==> src/rtl/vram_fetch_pkg.sv <==
// vram_fetch_pkg: shared widths and FSM state encoding for the VRAM video fetch path
package vram_fetch_pkg;
  localparam int VRAM_AW = 15;
  localparam int VRAM_DW = 8;
  localparam int BIDX_W  = 8;
  localparam int LCNT_W  = 11;
  typedef enum logic [1:0] {IDLE, FETCH, WAIT, DONE} state_t;
endpackage

==> src/rtl/vram_fetch_fifo.sv <==
// vram_fetch_fifo: small prefetch FIFO holding fetched VRAM bytes ahead of the pixel shifter
module vram_fetch_fifo
  import vram_fetch_pkg::*;
#(
  parameter int DEPTH = 4,
  localparam int AW = $clog2(DEPTH)
) (
  input  logic               clk,
  input  logic               rst_n,
  input  logic               i_push,
  input  logic [VRAM_DW-1:0] i_din,
  input  logic               i_pop,
  input  logic               i_flush,
  output logic [VRAM_DW-1:0] o_dout,
  output logic [AW:0]        o_count,
  output logic               o_empty
);
  logic [VRAM_DW-1:0] r_mem [DEPTH];
  logic [AW-1:0]      r_wp, r_rp;
  logic [AW:0]        r_cnt;
  logic               w_push, w_pop;
  assign o_empty = r_cnt == '0;
  assign o_count = r_cnt;
  assign o_dout  = r_mem[r_rp];
  assign w_push  = i_push && !i_flush && r_cnt != (AW+1)'(DEPTH);
  assign w_pop   = i_pop && !i_flush && !o_empty;
  // Storage array; pointers wrap naturally because DEPTH is a power of two
  always_ff @(posedge clk)
    if (w_push) r_mem[r_wp] <= i_din;
  // Pointer and occupancy tracking; flush empties the queue in one cycle
  always_ff @(posedge clk or negedge rst_n)
    if (!rst_n) begin
      r_wp  <= '0;
      r_rp  <= '0;
      r_cnt <= '0;
    end else if (i_flush) begin
      r_wp  <= '0;
      r_rp  <= '0;
      r_cnt <= '0;
    end else begin
      r_wp  <= r_wp + AW'(w_push);
      r_rp  <= r_rp + AW'(w_pop);
      r_cnt <= r_cnt + (AW+1)'(w_push) - (AW+1)'(w_pop);
    end
endmodule

==> src/rtl/vram_fetch.sv <==
// vram_fetch: scanline VRAM reader and 1bpp serialiser; VRAM_FETCH_DOUBLE_SCAN_EN shows each VRAM line twice
module vram_fetch
  import vram_fetch_pkg::*;
#(
  parameter logic [VRAM_AW-1:0] BASE_ADDR      = 15'h0000,
  parameter int                 BYTES_PER_LINE = 40,
  parameter int                 LINES          = 200,
  parameter int                 FIFO_DEPTH     = 4
) (
  input  logic               clk,
  input  logic               rst_n,
  input  logic               frame_start,
  input  logic               line_start,
  input  logic               pix_req,
  output logic [VRAM_AW-1:0] vid_add,
  input  logic [VRAM_DW-1:0] vid_data,
  output logic               pixel,
  output logic               line_done,
  output logic               frame_done,
  output logic               underrun
);
  localparam int CW = $clog2(FIFO_DEPTH);
`ifdef VRAM_FETCH_DOUBLE_SCAN_EN
  localparam int TOTAL = 2 * LINES;
`else
  localparam int TOTAL = LINES;
`endif
  localparam logic [BIDX_W-1:0]  BPL    = BIDX_W'(BYTES_PER_LINE);
  localparam logic [LCNT_W-1:0]  TOT    = LCNT_W'(TOTAL);
  localparam logic [VRAM_AW-1:0] STRIDE = VRAM_AW'(BYTES_PER_LINE);
  state_t             r_state;
  logic [VRAM_AW-1:0] r_line_addr, r_hold_add;
  logic [LCNT_W-1:0]  r_lcnt;
  logic [BIDX_W-1:0]  r_bidx;
  logic               r_rd_v, r_pixel, r_underrun;
  logic [VRAM_DW-1:0] r_sh;
  logic [3:0]         r_sh_n;
  logic [VRAM_DW-1:0] w_dout;
  logic [CW:0]        w_count;
  logic [CW+1:0]      w_pend;
  logic [VRAM_AW-1:0] w_add, w_next_line;
  logic [LCNT_W-1:0]  w_lcnt_inc;
  logic               w_empty, w_late, w_flush, w_issue, w_last, w_adv;
  logic               w_active, w_push, w_load, w_starve;
`ifdef VRAM_FETCH_DOUBLE_SCAN_EN
  assign w_adv = r_lcnt[0];
`else
  assign w_adv = 1'b1;
`endif
  assign w_late      = r_state == FETCH && line_start && !frame_start;
  assign w_flush     = frame_start || w_late;
  assign w_pend      = {1'b0, w_count} + (CW+2)'(r_rd_v);
  assign w_issue     = r_state == FETCH && !w_flush && w_pend < (CW+2)'(FIFO_DEPTH) && r_bidx < BPL;
  assign w_last      = w_issue && r_bidx == BPL - 1'b1;
  assign w_add       = r_line_addr + VRAM_AW'(r_bidx);
  assign w_next_line = r_line_addr + (w_adv ? STRIDE : '0);
  assign w_lcnt_inc  = r_lcnt + 1'b1;
  assign w_active    = r_state == FETCH || r_state == WAIT;
  assign w_push      = r_rd_v && !w_flush;
  assign w_load      = pix_req && w_active && !w_flush && r_sh_n == '0 && !w_empty;
  assign w_starve    = pix_req && w_active && !w_flush && r_sh_n == '0 && w_empty;
  assign vid_add     = w_issue ? w_add : r_hold_add;
  assign line_done   = w_last;
  assign frame_done  = r_state == DONE;
  assign pixel       = r_pixel;
  assign underrun    = r_underrun;
  vram_fetch_fifo #(.DEPTH(FIFO_DEPTH)) u_fifo (
    .clk     (clk),
    .rst_n   (rst_n),
    .i_push  (w_push),
    .i_din   (vid_data),
    .i_pop   (w_load),
    .i_flush (w_flush),
    .o_dout  (w_dout),
    .o_count (w_count),
    .o_empty (w_empty)
  );
  // Line sequencing: a late line_start abandons the current line as if it had completed
  always_ff @(posedge clk or negedge rst_n)
    if (!rst_n) begin
      r_state     <= IDLE;
      r_line_addr <= BASE_ADDR;
      r_lcnt      <= '0;
      r_bidx      <= '0;
    end else if (frame_start) begin
      r_state     <= IDLE;
      r_line_addr <= BASE_ADDR;
      r_lcnt      <= '0;
      r_bidx      <= '0;
    end else begin
      case (r_state)
        IDLE: if (line_start) begin
          r_state <= FETCH;
          r_bidx  <= '0;
        end
        FETCH: if (line_start) begin
          r_line_addr <= w_next_line;
          r_lcnt      <= w_lcnt_inc;
          r_bidx      <= '0;
          r_state     <= w_lcnt_inc >= TOT ? WAIT : FETCH;
        end else if (w_issue) begin
          r_bidx <= r_bidx + 1'b1;
          if (w_last) begin
            r_line_addr <= w_next_line;
            r_lcnt      <= w_lcnt_inc;
            r_state     <= WAIT;
          end
        end
        WAIT: if (r_lcnt >= TOT) r_state <= DONE;
              else if (line_start) begin
                r_state <= FETCH;
                r_bidx  <= '0;
              end
        default: r_state <= r_state;
      endcase
    end
  // Read pipe: the one outstanding read lands in the FIFO next cycle; address holds when idle
  always_ff @(posedge clk or negedge rst_n)
    if (!rst_n) begin
      r_rd_v     <= 1'b0;
      r_hold_add <= BASE_ADDR;
    end else begin
      r_rd_v     <= w_issue;
      r_hold_add <= vid_add;
    end
  // Pixel serialiser, MSB first, with sticky starvation flag
  always_ff @(posedge clk or negedge rst_n)
    if (!rst_n) begin
      r_pixel    <= 1'b0;
      r_sh       <= '0;
      r_sh_n     <= '0;
      r_underrun <= 1'b0;
    end else begin
      r_underrun <= frame_start ? 1'b0 : (r_underrun || w_late || w_starve);
      if (w_flush) r_sh_n <= '0;
      else if (pix_req) begin
        if (!w_active) r_pixel <= 1'b0;
        else if (r_sh_n != '0) begin
          r_pixel <= r_sh[7];
          r_sh    <= {r_sh[6:0], 1'b0};
          r_sh_n  <= r_sh_n - 1'b1;
        end else if (!w_empty) begin
          r_pixel <= w_dout[7];
          r_sh    <= {w_dout[6:0], 1'b0};
          r_sh_n  <= 4'd7;
        end else r_pixel <= 1'b0;
      end
    end
endmodule

==> config.mk <==
export PLATFORM = sky130hd
export DESIGN_NAME = vram_fetch
export DESIGN_NICKNAME = d
export VERILOG_FILES = /design/src/rtl/vram_fetch_pkg.sv /design/src/rtl/vram_fetch_fifo.sv /design/src/rtl/vram_fetch.sv
export SDC_FILE = /design/constraint.sdc
export NUM_CORES = 1
export LEC_CHECK = 0
export ABC_CLOCK_PERIOD_IN_PS = 3550
export BUFFER_PORTS_ARGS = -buffer_cell sky130_fd_sc_hd__buf_2
export CORE_UTILIZATION = 45
export CTS_BUF_LIST = sky130_fd_sc_hd__clkbuf_16
export CTS_CLUSTER_DIAMETER = 150
export DETAILED_ROUTE_END_ITERATION = 8
export SETUP_SLACK_MARGIN = 0.5
export SYNTH_ARGS = -nofsm -noshare
export SYNTH_HDL_FRONTEND = slang
export SYNTH_SLANG_ARGS = --single-unit
==> constraint.sdc <==
create_clock -name clk -period 3.55 [get_ports clk]
set_clock_uncertainty 0.05 [all_clocks]
set_input_delay 0 -clock clk [delete_from_list [all_inputs] [get_ports clk]]
set_output_delay 0 -clock clk [all_outputs]
set_load 0.01 [all_outputs]
* Yosys cells after proc, flatten, opt, wreduce, memory -nomap -nowiden
Memory sizes are Yosys's and may differ from the RTL's.
Index checks and enable logic that the tools add are counted.
** Word-level totals
- Register bits :: 73
- RAM bits :: 32
- Input bits :: 13
- Output and inout port bits :: 19
- Word-level logic and storage cells :: 119
- Memories :: 1
** Memories
- u_fifo.r_mem :: depth 4, width 8, rd ports 1, clocked after memory_dff 0, wr ports 1, RTL line vram_fetch_fifo.sv:18 : logic [VRAM_DW-1:0] r_mem [DEPTH];
** Operators by class
- Add/subtract/negate cells :: 10
- $lt $le $gt $ge :: 4
- Equality and inequality tests :: 10
- Mux-type cells :: 41
- Bitwise logic cells :: 1
- Reductions and logical operators :: 39
** Operators by type and width (number)
- two-way mux 15 bit :: 6
- two-way mux 8 bit :: 7
- two-way mux 11 bit :: 5
- case mux 8 bit (3 select lines) :: 1
- greater-or-equal comparator 11 x 8 -> 1 bit, second input constant :: 2
- two-way mux 4 bit :: 5
- two-way mux 2 bit :: 9
- logical AND 1 bit :: 16
- adder 15 x 6 -> 15 bit, second input constant :: 1
- adder 15 x 8 -> 15 bit :: 1
- AND reduction 3 bit :: 4
- adder 11 x 1 -> 11 bit, second input constant :: 1
- adder 8 x 1 -> 8 bit, second input constant :: 1
- == test 8 x 6 -> 1 bit, second input constant :: 1
- < comparator 8 x 6 -> 1 bit, second input constant :: 1
- inequality test 4 bit, second input constant :: 2
- nonzero test 4 bit :: 2
- two-way mux 1 bit :: 6
- inequality test 3 bit, second input constant :: 2
- case mux 2 bit (3 select lines) :: 1
- nonzero test 2 bit :: 3
- nonzero test 3 bit :: 2
- adder 2 x 1 -> 2 bit :: 2
- adder 3 x 1 -> 4 bit :: 1
- other kinds (17) :: 23

* Longest topological paths before layout
Gate-level depths: netlist of run 1.
- Depth in word-level cells :: 14
- Gate-level depth with buffers :: 14
- Gate-level depth less buffers :: 12

* Modules after synthesis
A second synthesis of run 1 with hierarchy kept.
** Second synthesis, totals
- Cell total of the unflattened synthesis :: 491
- Area total of the unflattened synthesis :: 5203.7 um^2
** Modules (own cells, without submodules)
- vram_fetch :: instances 1, cells each 413, area each 3629.7 um^2, seq. area each 1551.5 um^2
- vram_fetch_fifo :: instances 1, cells each 78, area each 1574.0 um^2, seq. area each 1136.1 um^2

* Worst setup path before layout of run 1
Ideal clock, no wire load.
- Kind :: register to register
- Start point :: reg r_state[1]
- End point :: reg u_fifo.r_cnt[2] (netlist: u_fifo.o_count[2])
- Arrival :: 2.594 ns
- Data required time :: 3.370 ns
- Slack :: 0.775 ns
- Cell stages (with the launch flop) :: 15
- Path buffers :: 2
- Period minus slack after synthesis :: 2.775 ns
- Cells stage by stage :: dfrtp_1 inv_1 ha_1 clkbuf_1 nand2_1 nand2b_1 clkbuf_1 nor4_1 ha_1 inv_1 ha_1 inv_1 fa_1 xnor2_1 nor2_1
** Between the ends
- Longest elaborated chain between the ends :: 12
** Ends and longest elaborated chain
- start: declaration :: RTL line vram_fetch.sv:31 : state_t r_state;
- start signal: assignment :: RTL line vram_fetch.sv:100 : r_state <= w_lcnt_inc >= TOT ? WAIT : FETCH;
- start signal: assignment :: RTL line vram_fetch.sv:114 : default: r_state <= r_state;
- branches (longest 11 deep; another with adder 3 x 1 -> 3 bit)
- two-way mux 3 bit * :: RTL line vram_fetch_fifo.sv:36 : end else if (i_flush) begin
- end signal: assignment :: RTL line vram_fetch_fifo.sv:43 : r_cnt <= r_cnt + (AW+1)'(w_push) - (AW+1)'(w_pop);
- end: declaration :: RTL line vram_fetch_fifo.sv:20 : logic [AW:0] r_cnt;
Every way passes the cells marked *.
A chain may end at the register's enable or synchronous reset.

* Final worst setup path of run 1
- Start point :: reg u_fifo.r_cnt[1] (netlist: u_fifo.o_count[1])
- End point :: out vid_add[8]
** Between the ends
- Longest elaborated chain between the ends :: 5
** Ends and longest elaborated chain
- adder 3 x 1 -> 4 bit :: RTL line vram_fetch.sv:52 : assign w_pend = {1'b0, w_count} + (CW+2)'(r_rd_v);
- < comparator 4 x 3 -> 1 bit :: RTL line vram_fetch.sv:53 : assign w_issue = r_state == FETCH && !w_flush && w_pend < (CW+2)'(FIFO_DEPTH) && r_bidx < BPL;
- logical AND 1 bit (2 in a row) :: RTL line vram_fetch.sv:53
- two-way mux 15 bit :: RTL line vram_fetch.sv:62 : assign vid_add = w_issue ? w_add : r_hold_add;
- end: declaration :: RTL line vram_fetch.sv:15 : output logic [VRAM_AW-1:0] vid_add,
Every way passes these cells.

==> results of run 1 <==
==> what timing repair did <==
item                                    4_1_cts  5_1_grt
hold buffers                                 11        0
endpoints found under the setup margin        3        9
hold endpoints to repair                     56        0
resized for setup                             1        5
==> registers in the layout (all words and copies together) (netlist names) <==
signal and flops:
r_bidx 8, r_state 2, r_hold_add 15, u_fifo.r_wp 2
pixel 1, r_lcnt 11, r_sh_n 4, r_line_addr 12
u_fifo.o_count 3, underrun 1, r_rd_v 1, u_fifo.r_rp 2
r_sh 7, u_fifo.r_mem 32
==> stage by stage <==
step | cells | setup WS, ps | util
global route | 673 | 539 | 0.539
CTS | 673 | 513 | 0.537
global placement | 646 | 684 | 0.499
finish | 674 | 745 | 0.539
floorplan | 491 | 775 | -
detailed placement | 646 | 525 | 0.499
==> area by class of cell <==
class	count	area [um2]
Antenna cell	1	2.50
Clock buffer	9	225
Clock inverter	7	83.8
Fill cell	982	5080
Inverter	15	58.8
Multi-Input combinational cell	349	2370
Sequential cell	101	2690
Tap cell	140	175
Timing Repair Buffer	52	340
==> cell families after synthesis <==
| kind of cell | share of synthesized area |
|---|---|
| compound gates | 0.148 |
| flops | 0.517 |
| mux | 0.0580 |
| simple gates | 0.182 |
| fa+ha+maj | 0.0520 |
| buf+inv | 0.0310 |
| xor+xnor | 0.0118 |
==> power groups by stage <==
stage | logic [W] | registers [W] | clock network [W]
2_1_floorplan | 0.000403 | 0.00140 | 0
3_3_place_gp | 0.000565 | 0.00142 | 0
3_5_place_dp | 0.000581 | 0.00142 | 0
4_1_cts | 0.000590 | 0.00140 | 0.00103
5_1_grt | 0.000680 | 0.00141 | 0.00107
6_report | 0.000593 | 0.00140 | 0.00100
==> worst min-delay path by stage <==
stage	startpoint	to
floorplan	rst_n	pixel
global placement	rst_n	r_line_addr[14]
detailed placement	rst_n	r_line_addr[14]
CTS	line_start	underrun
global route	line_start	underrun
finish	line_start	underrun
==> critical path, stage by stage, from the launching register on <==
cell,delay (ps)
dfrtp_1,460
ha_1,270
o211a_1,250
o22a_1,260
or3_4,490
inv_4,200
o21ai_0,100
o21ai_0,200
buf_2,170
==> routing by layer <==
layer / vias to the layer above / wire length, um
li1: 1916 / -
met1: 1799 / 4740
met2: 87 / 5320
met3: 13 / 386
met4: 0 / 159
met5: - / 0
==> cell usage after synthesis (2+ instances only) <==
master    number  share of area
a211oi_1       5         0.0072
a21o_1         4         0.0058
a21oi_1       24          0.023
a31oi_1       13          0.016
and2_1         7         0.0084
and3_1         2         0.0024
and4_1         4         0.0067
buf_1          2         0.0014
buf_2          3         0.0029
clkbuf_1      20          0.014
dfrtp_1       69           0.33
edfxtp_1      32           0.18
ha_1          20          0.048
inv_1         14          0.010
mux2_2         9          0.019
mux2i_1        2         0.0039
mux4_2         8          0.035
nand2_1       48          0.035
nand2b_1       4         0.0048
nand3_1       11          0.011
nand3b_1       3         0.0043
nand4_1        9          0.011
nor2_1        42          0.030
nor2b_1       10          0.012
nor3_1         8         0.0077
nor3b_1        3         0.0043
nor4_1         6         0.0072
o211ai_1       4         0.0058
o21ai_0       26          0.025
o21ai_1        5         0.0048
o22ai_1        2         0.0024
o31ai_1       14          0.020
o31ai_2        2         0.0048
or3_1          6         0.0072
or4_1         16          0.023
xnor2_1        7          0.012
==> results.tsv, run 1 <==
stage	metric	value	unit
outcome	status	completed	
detailed_routing	viasPerCell	5.66	
worst_setup_path	cp.arrival	2750	ps
sta	slew_headroom	0.350	
sta	worstMarginPinSlew	973	ps
pwr	p_per_area	503	mW/mm2
placed_design	dp.final_hpwl	7370	um
pwr	p_sw_frac	0.316	
global_routing	grt_max_degree	50	
yosys	synth_area	0.00520	mm2
clock_tree	cts_root_buf	clkbuf_16	
floorplanning	io_pins	32	
global_routing	grt_pass1_vias	3679	
hold_path	worst_hold_path_type	in -> reg	
pwr	pwr-share-seq	0.467	
pwr	comb_power_share	0.198	
worst_setup_path	critPathMaxFanout	18	
run	max_cap_viol_count	0	
cells_and_area	synthToLayoutAreaGrowth	14.4	%
detailed_routing	wl_per_cell	15.7	um
global_routing	grtUsageMet1	0.236	
yosys	synthesis.nets	525	
global_routing	gr-total-overflow	0	
cells_and_area	design_area	0.00595	mm2
placed_design	dpl_cell_area	0.00550	mm2
detailed_routing	ant_nets	0	
global_routing	grt.busiest_layer	met2	
cells_and_area	layout_common_cells	69 x dfrtp_1, 48 x nand2_1, 42 x nor2_1, 32 x edfxtp_1, 31 x buf_2	
hold_path	hold_depth	3	
global_routing	gr-usage-met2	0.340	
floorplanning	fp.dieW	109	um
worst_setup_path	startpoint	u_fifo.o_count[1]	
clock_tree	clkTransAtPathRegs	70	ps
placed_design	io_buffers	31	
clock_tree	clock_latency	360	ps
sta	fmax	0.357	GHz
cells_and_area	layout_commonest_cell	dfrtp_1	
pwr	irDropWorstVdd	0.380	mV
global_routing	grtUsageTotal	0.196	
floorplanning	core.rowCount	38	
pwr	p_int	0.00204	W
worst_setup_path	startpoint_type	register	
pwr	clkPwrFrac	0.335	
yosys	yosysSeqAreaShare	0.517	
yosys	synth_flop_cell	dfrtp_1	
clock_tree	cts_buffer_depth	2	
yosys	syn_avg_cell_area	10.6	um2
clock_tree	numClockSinks	101	
worst_setup_path	endpoint	vid_add[8]	
detailed_routing	drc	0	
worst_setup_path	crit_required	3500	ps
global_routing	grt_use_met3	0.0468	
cells_and_area	fin_nets	562	
floorplanning	die-area	0.0120	mm2
sta	grt_setup_unrepaired	false	
cells_and_area	drive_above_1_share	0.161	
clock_tree	htreeDepth	3	
sta	tns	0	ps
sta	period_needed	2800	ps
global_routing	grt_first_pass_wirelength	17700	um
yosys	yosysUniqueCellTypes	63	
pwr	leakagePower	2.44	nW
floorplanning	die_y	109	um
detailed_routing	wirelength	10600	um
detailed_routing	vias	3815	
sta	fin_crit_sh	0.790	
worst_setup_path	rrSetupSlack	800	ps
worst_setup_path	r2r-start	r_state[1]	
clock_tree	cts_buffers	9	
worst_setup_path	rr_worst_depth	12	
yosys	ys.warnings.count	0	
detailed_routing	drtIter0Drc	206	
worst_setup_path	endpoint_kind	output port	
sta	whs	27.6	ps
yosys	synthArstFlopShare	0.683	
pwr	p_switching	0.000945	W
floorplanning	coreArea	0.0110	mm2
worst_setup_path	r2r_end	u_fifo.o_count[2]	
sta	finalSetupViolCount	0	
global_routing	antenna_found_initial	1	
clock_tree	cts_tree	built	
pwr	p_total	0.00299	W
worst_setup_path	worstSetupPathType	reg -> out	
yosys	ys_ff_latch	101	
sta	drv_slew	0	
sta	hold_viol_final	0	
yosys	synthCells	491	
clock_tree	post_cts.repair.setup_buffers	0	
yosys	synth_edf_count	32	
detailed_routing	dr.pass1.iters	5	
placed_design	place.gp.congestion	0.808	
floorplanning	start_util	0.471	
Note: power is estimated with default switching activity, not from simulation.
==> run 2: changes to the inputs <==
- ABC_AREA: unset -> 1
- ABC_CLOCK_PERIOD_IN_PS: 3550 -> 2700
- clock period: 3.55 -> 2.7 ns (I/O delays scaled with it)
==> run 2 against run 1 <==
Net effect:
- non-clock buffer count up 10
- clock power up 26%
- cell area up 4.7%
- highest routed layer unchanged
- largest cell class unchanged
==> results.tsv, run 2 <==
stage	metric	value	unit
outcome	status	completed	
cells_and_area	drive_above_1_share	0.172	
detailed_routing	dr_wl_met2	5430	um
yosys	yosysUniqueCellTypes	43	
global_routing	grt_pass1_vias	3911	
pwr	leakagePower	2.80	nW
clock_tree	clock_latency	360	ps
sta	fmax	0.436	GHz
sta	grt_setup_unrepaired	true	
clock_tree	cts_buffer_depth	2	
cells_and_area	regMostFlops	u_fifo.r_mem	
yosys	synth_flop_cell	dfrtp_1	
cells_and_area	fill_cells	1073	
detailed_routing	wl_met3	518	um
cells_and_area	layout_commonest_cell	nand2_1	
yosys	synthTopCellsByCount	124 x nand2_1, 69 x dfrtp_1, 69 x inv_1	
floorplanning	die-area	0.0121	mm2
placed_design	dpl_cell_area	0.00563	mm2
sta	tns	0	ps
sta	finalSetupViolCount	0	
cells_and_area	diodes	0	
sta	hold_viol_final	0	
yosys	ys_ff_latch	101	
clock_tree	htreeDepth	3	
cells_and_area	fin_nets	698	
pwr	p_per_area	640	mW/mm2
sta	drv_slew	0	
cells_and_area	largestRegisters	u_fifo.r_mem: 32 flops, r_hold_add: 15 flops, r_line_addr: 12 flops	
clock_tree	numClockSinks	101	
worst_setup_path	worstSetupPathType	reg -> reg	
yosys	synthAdderAreaFrac	0.0515	
floorplanning	start_util	0.460	
clock_tree	cts_buffers	9	
yosys	synthArstFlopShare	0.683	
detailed_routing	wirelength	11500	um
global_routing	grt_first_pass_wirelength	18600	um
detailed_routing	dr.pass1.iters	4	
detailed_routing	dr.max_layer_used	met4	
cells_and_area	synthToLayoutAreaGrowth	18.6	%
floorplanning	coreArea	0.0114	mm2
sta	fin_crit_sh	0.850	
yosys	synth_top_family_by_area	simple AND/OR/NAND/NOR gates	
cells_and_area	largest_reg_flops	32	
detailed_routing	vias	4183	
pwr	irDropWorstVdd	0.612	mV
global_routing	grt_max_degree	41	
worst_setup_path	critPathMaxFanout	2	
sta	slew_headroom	0.522	
detailed_routing	wl_met1	5480	um
worst_setup_path	cp.buffers_inverters	4	
worst_setup_path	crit_required	2890	ps
clock_tree	cts_root_buf	clkbuf_16	
global_routing	gr-total-overflow	0	
detailed_routing	drtIter0Drc	224	
floorplanning	io_pins	32	
yosys	synth_xor_area_frac	0.0200	
yosys	synth_area	0.00525	mm2
run	max_cap_viol_count	0	
yosys	synthMuxAreaShare	0	
detailed_routing	drc	0	
placed_design	io_buffers	31	
yosys	syn_avg_cell_area	8.70	um2
hold_path	worst_hold_path_type	in -> reg	
yosys	yosysSeqAreaShare	0.512	
worst_setup_path	startpoint_type	register	
yosys	synth_most_common_cell	nand2_1	
yosys	ys_top_cells_by_area	dfrtp_1 33%, edfxtp_1 18%, nand2_1 8.9%, o21ai_0 5.5%, inv_1 4.9%	
global_routing	antenna_found_initial	0	
worst_setup_path	cp.arrival	2490	ps
floorplanning	fp.dieW	110	um
yosys	yosys.area.top_type_share	0.329	
worst_setup_path	endpoint_kind	register	
sta	worstMarginPinSlew	717	ps
sta	period_needed	2290	ps
yosys	ys.warnings.count	0	
global_routing	grtUsageTotal	0.204	
floorplanning	die_y	110	um
placed_design	place.gp.congestion	0.807	
cells_and_area	layout_common_cells	121 x nand2_1, 66 x inv_1, 64 x dfrtp_1, 63 x nor2_1, 53 x o21ai_0	
worst_setup_path	path_delay_family	adder cells	
yosys	synth_area_leader_cell	dfrtp_1	
worst_setup_path	crit_path_max_incr_delay	510	ps
yosys	synth_edf_count	32	
cells_and_area	design_area	0.00623	mm2
detailed_routing	wl_per_cell	14.2	um
yosys	synthSimpleGateAreaFrac	0.230	
clock_tree	cts_tree	built	
worst_setup_path	rrSetupSlack	410	ps
yosys	synth_compound_area_frac	0.116	
worst_setup_path	crit_chain	inv_2 > ha_4 > a21oi_4 > inv_4 > nor4_4 > ha_1 > inv_1 > ha_1 > inv_1 > fa_2 > nor2_1	
worst_setup_path	crit_path_top_delay_cell	fa_2	
yosys	synthCells	604	
detailed_routing	viasPerCell	5.15	
floorplanning	core.rowCount	39	
yosys	synthesis.nets	638	
detailed_routing	ant_nets	0	
clock_tree	clkTransAtPathRegs	80	ps
placed_design	dp.final_hpwl	7940	um
## run 2: cell types whose count changed in the layout (fill, tap and decap cells not counted), sizes merged, moves of 16 or more
cell   delta
or4      -16
nand2    +80
nand3    +33
o21ai    +34
nor2     +24
inv      +60
## run 2: path summary, 6_finish.rpt
path / startpoint / end / cells past startpoint
max reg2reg: r_state[1] / u_fifo.o_count[1] / 11
max: r_state[1] / u_fifo.o_count[1] / 11
max in group asynchronous: rst_n / r_line_addr[7] / 3
min in group asynchronous: rst_n / r_sh[4] / 2
min reg2reg: r_hold_add[11] / r_hold_add[11] / 2
min: line_start / underrun / 3
## run 2: worst min-delay path, cell delays in order
cell and delay [ps]:
buf_2 170, a21oi_1 160, a21oi_1 70
## run 2: power breakdown
group	switching [W]	internal, W	total (W)
Clock	0.000613	0.000650	0.00126
Combinational	0.000524	0.000355	0.000880
Sequential	0.000102	0.00174	0.00184
## run 2: cell type report
type	count	area (um2)	area share
tap	143	179	0.0287
timing repair buffer	62	453	0.0727
clock buffer	9	225	0.0362
timing repair inverter	1	7.51	0.00121
clock inverter	7	63.8	0.0102
sequential	101	2690	0.433
inverter	75	289	0.0464
multi-input combinational	414	2320	0.372
## run 2: what timing repair did
action                                 in CTS  in global routing
gates cloned                                0                  1
buffers inserted                            8                  4
endpoints found under the hold margin      63                  0
pin swaps                                   5                  2
gates resized for setup                     8                 21
setup endpoints to repair                   8                 31
hold buffers                               11                  0
## run 2: cells by family after synthesis
family | count (synthesis)
DFF | 101
xor gates and xnor gates | 12
AOI/OAI and AO/OA | 108
adders and majority gates | 21
and+or+nand+nor | 273
buffers and inverters | 89
## run 2: stage by stage
stage | hold slack, ps | setup WS [ps] | std cells | total power, W | util
2_1_floorplan | -346 | 284 | 604 | 0.00241 | -
3_3_place_gp | 48.4 | 266 | 772 | 0.00261 | 0.493
3_5_place_dp | 52.2 | 192 | 772 | 0.00264 | 0.493
4_1_cts | 30.9 | 398 | 807 | 0.00399 | 0.537
5_1_grt | 64.3 | 301 | 812 | 0.00423 | 0.545
6_report | 42.1 | 406 | 812 | 0.00398 | 0.545
## run 2: layer usage
| metal | vias up | global-route usage |
|---|---|---|
| met5 | - | 0 |
| met4 | 0 | 0.0457 |
| met3 | 11 | 0.0564 |
| met2 | 69 | 0.335 |
| met1 | 1973 | 0.267 |
| li1 | 2130 | - |
==> run 3: changes to the inputs <==
- ABC_CLOCK_PERIOD_IN_PS: 2700 -> 2000
- clock period: 2.7 -> 2 ns (I/O delays scaled with it)
==> run 3 against run 2 <==
Net effect:
- the run now ends with negative setup slack left
- routed wire length rose by 21%
- register-to-register slack got worse by 760 ps
- first-iteration DRC count rose by 7.1%
- global-route usage rose by 3.5 points
- via count rose by 11%
- critical path depth rose by 5
- total power rose by 61%
- combinational power rose by 140%
- critical path type unchanged
- highest routed layer unchanged
==> results.tsv, run 3 (same netlist as run 2, synthesis figures left out) <==
stage	metric	value	unit
outcome	status	finished with violations	
outcome	violations	negative setup slack	
cells_and_area	fin_nets	769	
cells_and_area	layout_commonest_cell	nand2_1	
clock_tree	clkTransAtPathRegs	80	ps
pwr	clkPwrFrac	0.273	
clock_tree	cts_buffer_depth	2	
sta	tns	-22580	ps
pwr	irDropWorstVdd	0.805	mV
cells_and_area	design_area	0.00774	mm2
detailed_routing	wl_per_cell	15.8	um
cells_and_area	layout_common_cells	88 x nand2_1, 64 x dfrtp_1, 56 x inv_1, 53 x nor2_1, 42 x buf_6	
worst_setup_path	crit_required	2220	ps
worst_setup_path	cp.arrival	2570	ps
pwr	p_switching	0.00210	W
global_routing	grtUsageTotal	0.238	
global_routing	gr-total-overflow	0	
clock_tree	cts_buffers	9	
cells_and_area	regMostFlops	u_fifo.r_mem	
floorplanning	io_pins	32	
cells_and_area	largestRegisters	u_fifo.r_mem: 32 flops, r_hold_add: 15 flops, r_line_addr: 12 flops	
detailed_routing	vias	4657	
cells_and_area	largest_reg_flops	32	
sta	hold_viol_final	0	
placed_design	io_buffers	31	
detailed_routing	drtIter0Drc	240	
global_routing	grt_pass1_vias	4484	
detailed_routing	wirelength	14000	um
pwr	p_per_area	826	mW/mm2
sta	drv_slew	0	
placed_design	dpl_cell_area	0.00607	mm2
cells_and_area	utilization	0.678	
sta	whs	137	ps
floorplanning	fp.dieW	110	um
cells_and_area	drive_above_1_share	0.396	
worst_setup_path	critPathMaxFanout	7	
clock_tree	clock_latency	360	ps
sta	finalSetupViolCount	86	
worst_setup_path	endpoint_kind	register	
clock_tree	cts_root_buf	clkbuf_16	
global_routing	antenna_found_initial	0	
pwr	pwr-share-seq	0.398	
worst_setup_path	worstSetupPathType	reg -> reg	
floorplanning	coreArea	0.0114	mm2
placed_design	dp_slack	-357	ps
sta	grt_setup_unrepaired	true	
cells_and_area	synthToLayoutAreaGrowth	47.4	%
floorplanning	start_util	0.460	
sta	fmax	0.425	GHz
hold_path	worst_hold_path_type	in -> async	
sta	setup_slack	-351	ps
run	max_cap_viol_count	0	
global_routing	grt_first_pass_wirelength	21700	um
clock_tree	numClockSinks	101	
floorplanning	die-area	0.0121	mm2
sta	slew_headroom	0.600	
sta	fin_crit_sh	1.18	
clock_tree	htreeDepth	3	
cells_and_area	diodes	0	
global_routing	grt_max_degree	46	
pwr	comb_power_share	0.330	
detailed_routing	viasPerCell	5.27	
worst_setup_path	startpoint_type	register	
clock_tree	cts_tree	built	
cells_and_area	fill_cells	859	
placed_design	dp.final_hpwl	8380	um
sta	period_needed	2350	ps
detailed_routing	dr.pass1.iters	4	
sta	worstMarginPinSlew	599	ps
detailed_routing	drc	0	
detailed_routing	ant_nets	0	
floorplanning	core.rowCount	39	
pwr	p_sw_frac	0.329	
placed_design	place.gp.congestion	0.808	
floorplanning	die_y	110	um
pwr	leakagePower	3.33	nW
pwr	p_int	0.00429	W
## run 3: changes by cell type in the layout (fill, tap and decap cells not counted), moves of 11 or more
| cell | previous run | this run |
|---|---|---|
| buf_2 | 31 | 20 |
| buf_4 | 17 | 41 |
| buf_6 | 0 | 42 |
| nand2_1 | 121 | 88 |
| nand2_2 | 5 | 24 |
| nand2_4 | 2 | 13 |
| o21ai_0 | 53 | 22 |
| o21ai_1 | 10 | 23 |
| o21ai_2 | 2 | 17 |
## run 3: path summary, 6_finish.rpt
kind,start,end,slack (ps),cells after the start
hold reg to reg,pixel,pixel,430,2
setup reg to reg,r_state[1],r_line_addr[8],-350,16
hold / removal,rst_n,pixel,140,2
setup / recovery,r_state[1],r_line_addr[8],-350,16
min in group clk,frame_start,r_line_addr[11],140,5
max in group asynchronous,rst_n,r_line_addr[7],1090,3
## run 3: stage by stage
| step | cells | total power (W) |
|---|---|---|
| after floorplan | 604 | 0.00341 |
| after global placement | 800 | 0.00379 |
| after detailed placement | 800 | 0.00382 |
| after CTS | 866 | 0.00612 |
| after global routing | 883 | 0.00673 |
| final | 883 | 0.00640 |
## run 3: timing repair
action                     CTS  global route
hold buffers                11             0
setup endpoints to repair  117           117
setup buffers               34            16
pin swaps                   30            18
hold endpoints to repair    58             0
resized for setup          128            73
cloned                       5             1
## run 3: metal layers
| layer | routed length [um] | global-route usage | vias to the layer above |
|---|---|---|---|
| met5 | 0 | 0 | - |
| met4 | 307 | 0.0571 | 0 |
| met3 | 461 | 0.0594 | 25 |
| met2 | 6940 | 0.394 | 102 |
| met1 | 6270 | 0.315 | 2239 |
| li1 | - | - | 2291 |
## run 3: layout make-up
class | count | area (um2) | area share
multi-input combinational | 416 | 2930 | 0.379
timing repair inverter | 2 | 21.3 | 0.00275
sequential | 101 | 2690 | 0.348
clock buffer | 9 | 225 | 0.0291
timing repair buffer | 130 | 1310 | 0.169
tap | 143 | 179 | 0.0231
inverter | 75 | 310 | 0.0401
clock inverter | 7 | 75.1 | 0.00970
## run 3: power groups by stage
| stage | clock network (W) | registers [W] | logic [W] |
|---|---|---|---|
| 3_3_place_gp | 0 | 0.00254 | 0.00125 |
| 5_1_grt | 0.00187 | 0.00257 | 0.00230 |
| 4_1_cts | 0.00179 | 0.00252 | 0.00181 |
| 3_5_place_dp | 0 | 0.00254 | 0.00128 |
| 2_1_floorplan | 0 | 0.00251 | 0.000900 |
| 6_report | 0.00175 | 0.00254 | 0.00211 |
## run 3: worst max-delay path, cell delays in order, from the launching register on
cell and delay, ps:
dfrtp_1 400, inv_2 90, ha_4 150, buf_4 100
buf_4 100, buf_6 80, buf_6 90, nand2_4 60
nor2_4 160, buf_6 130, buf_6 80, buf_6 80
nand3_4 150, nand2_8 170, buf_8 140, nand4_1 90
o21ai_1 140
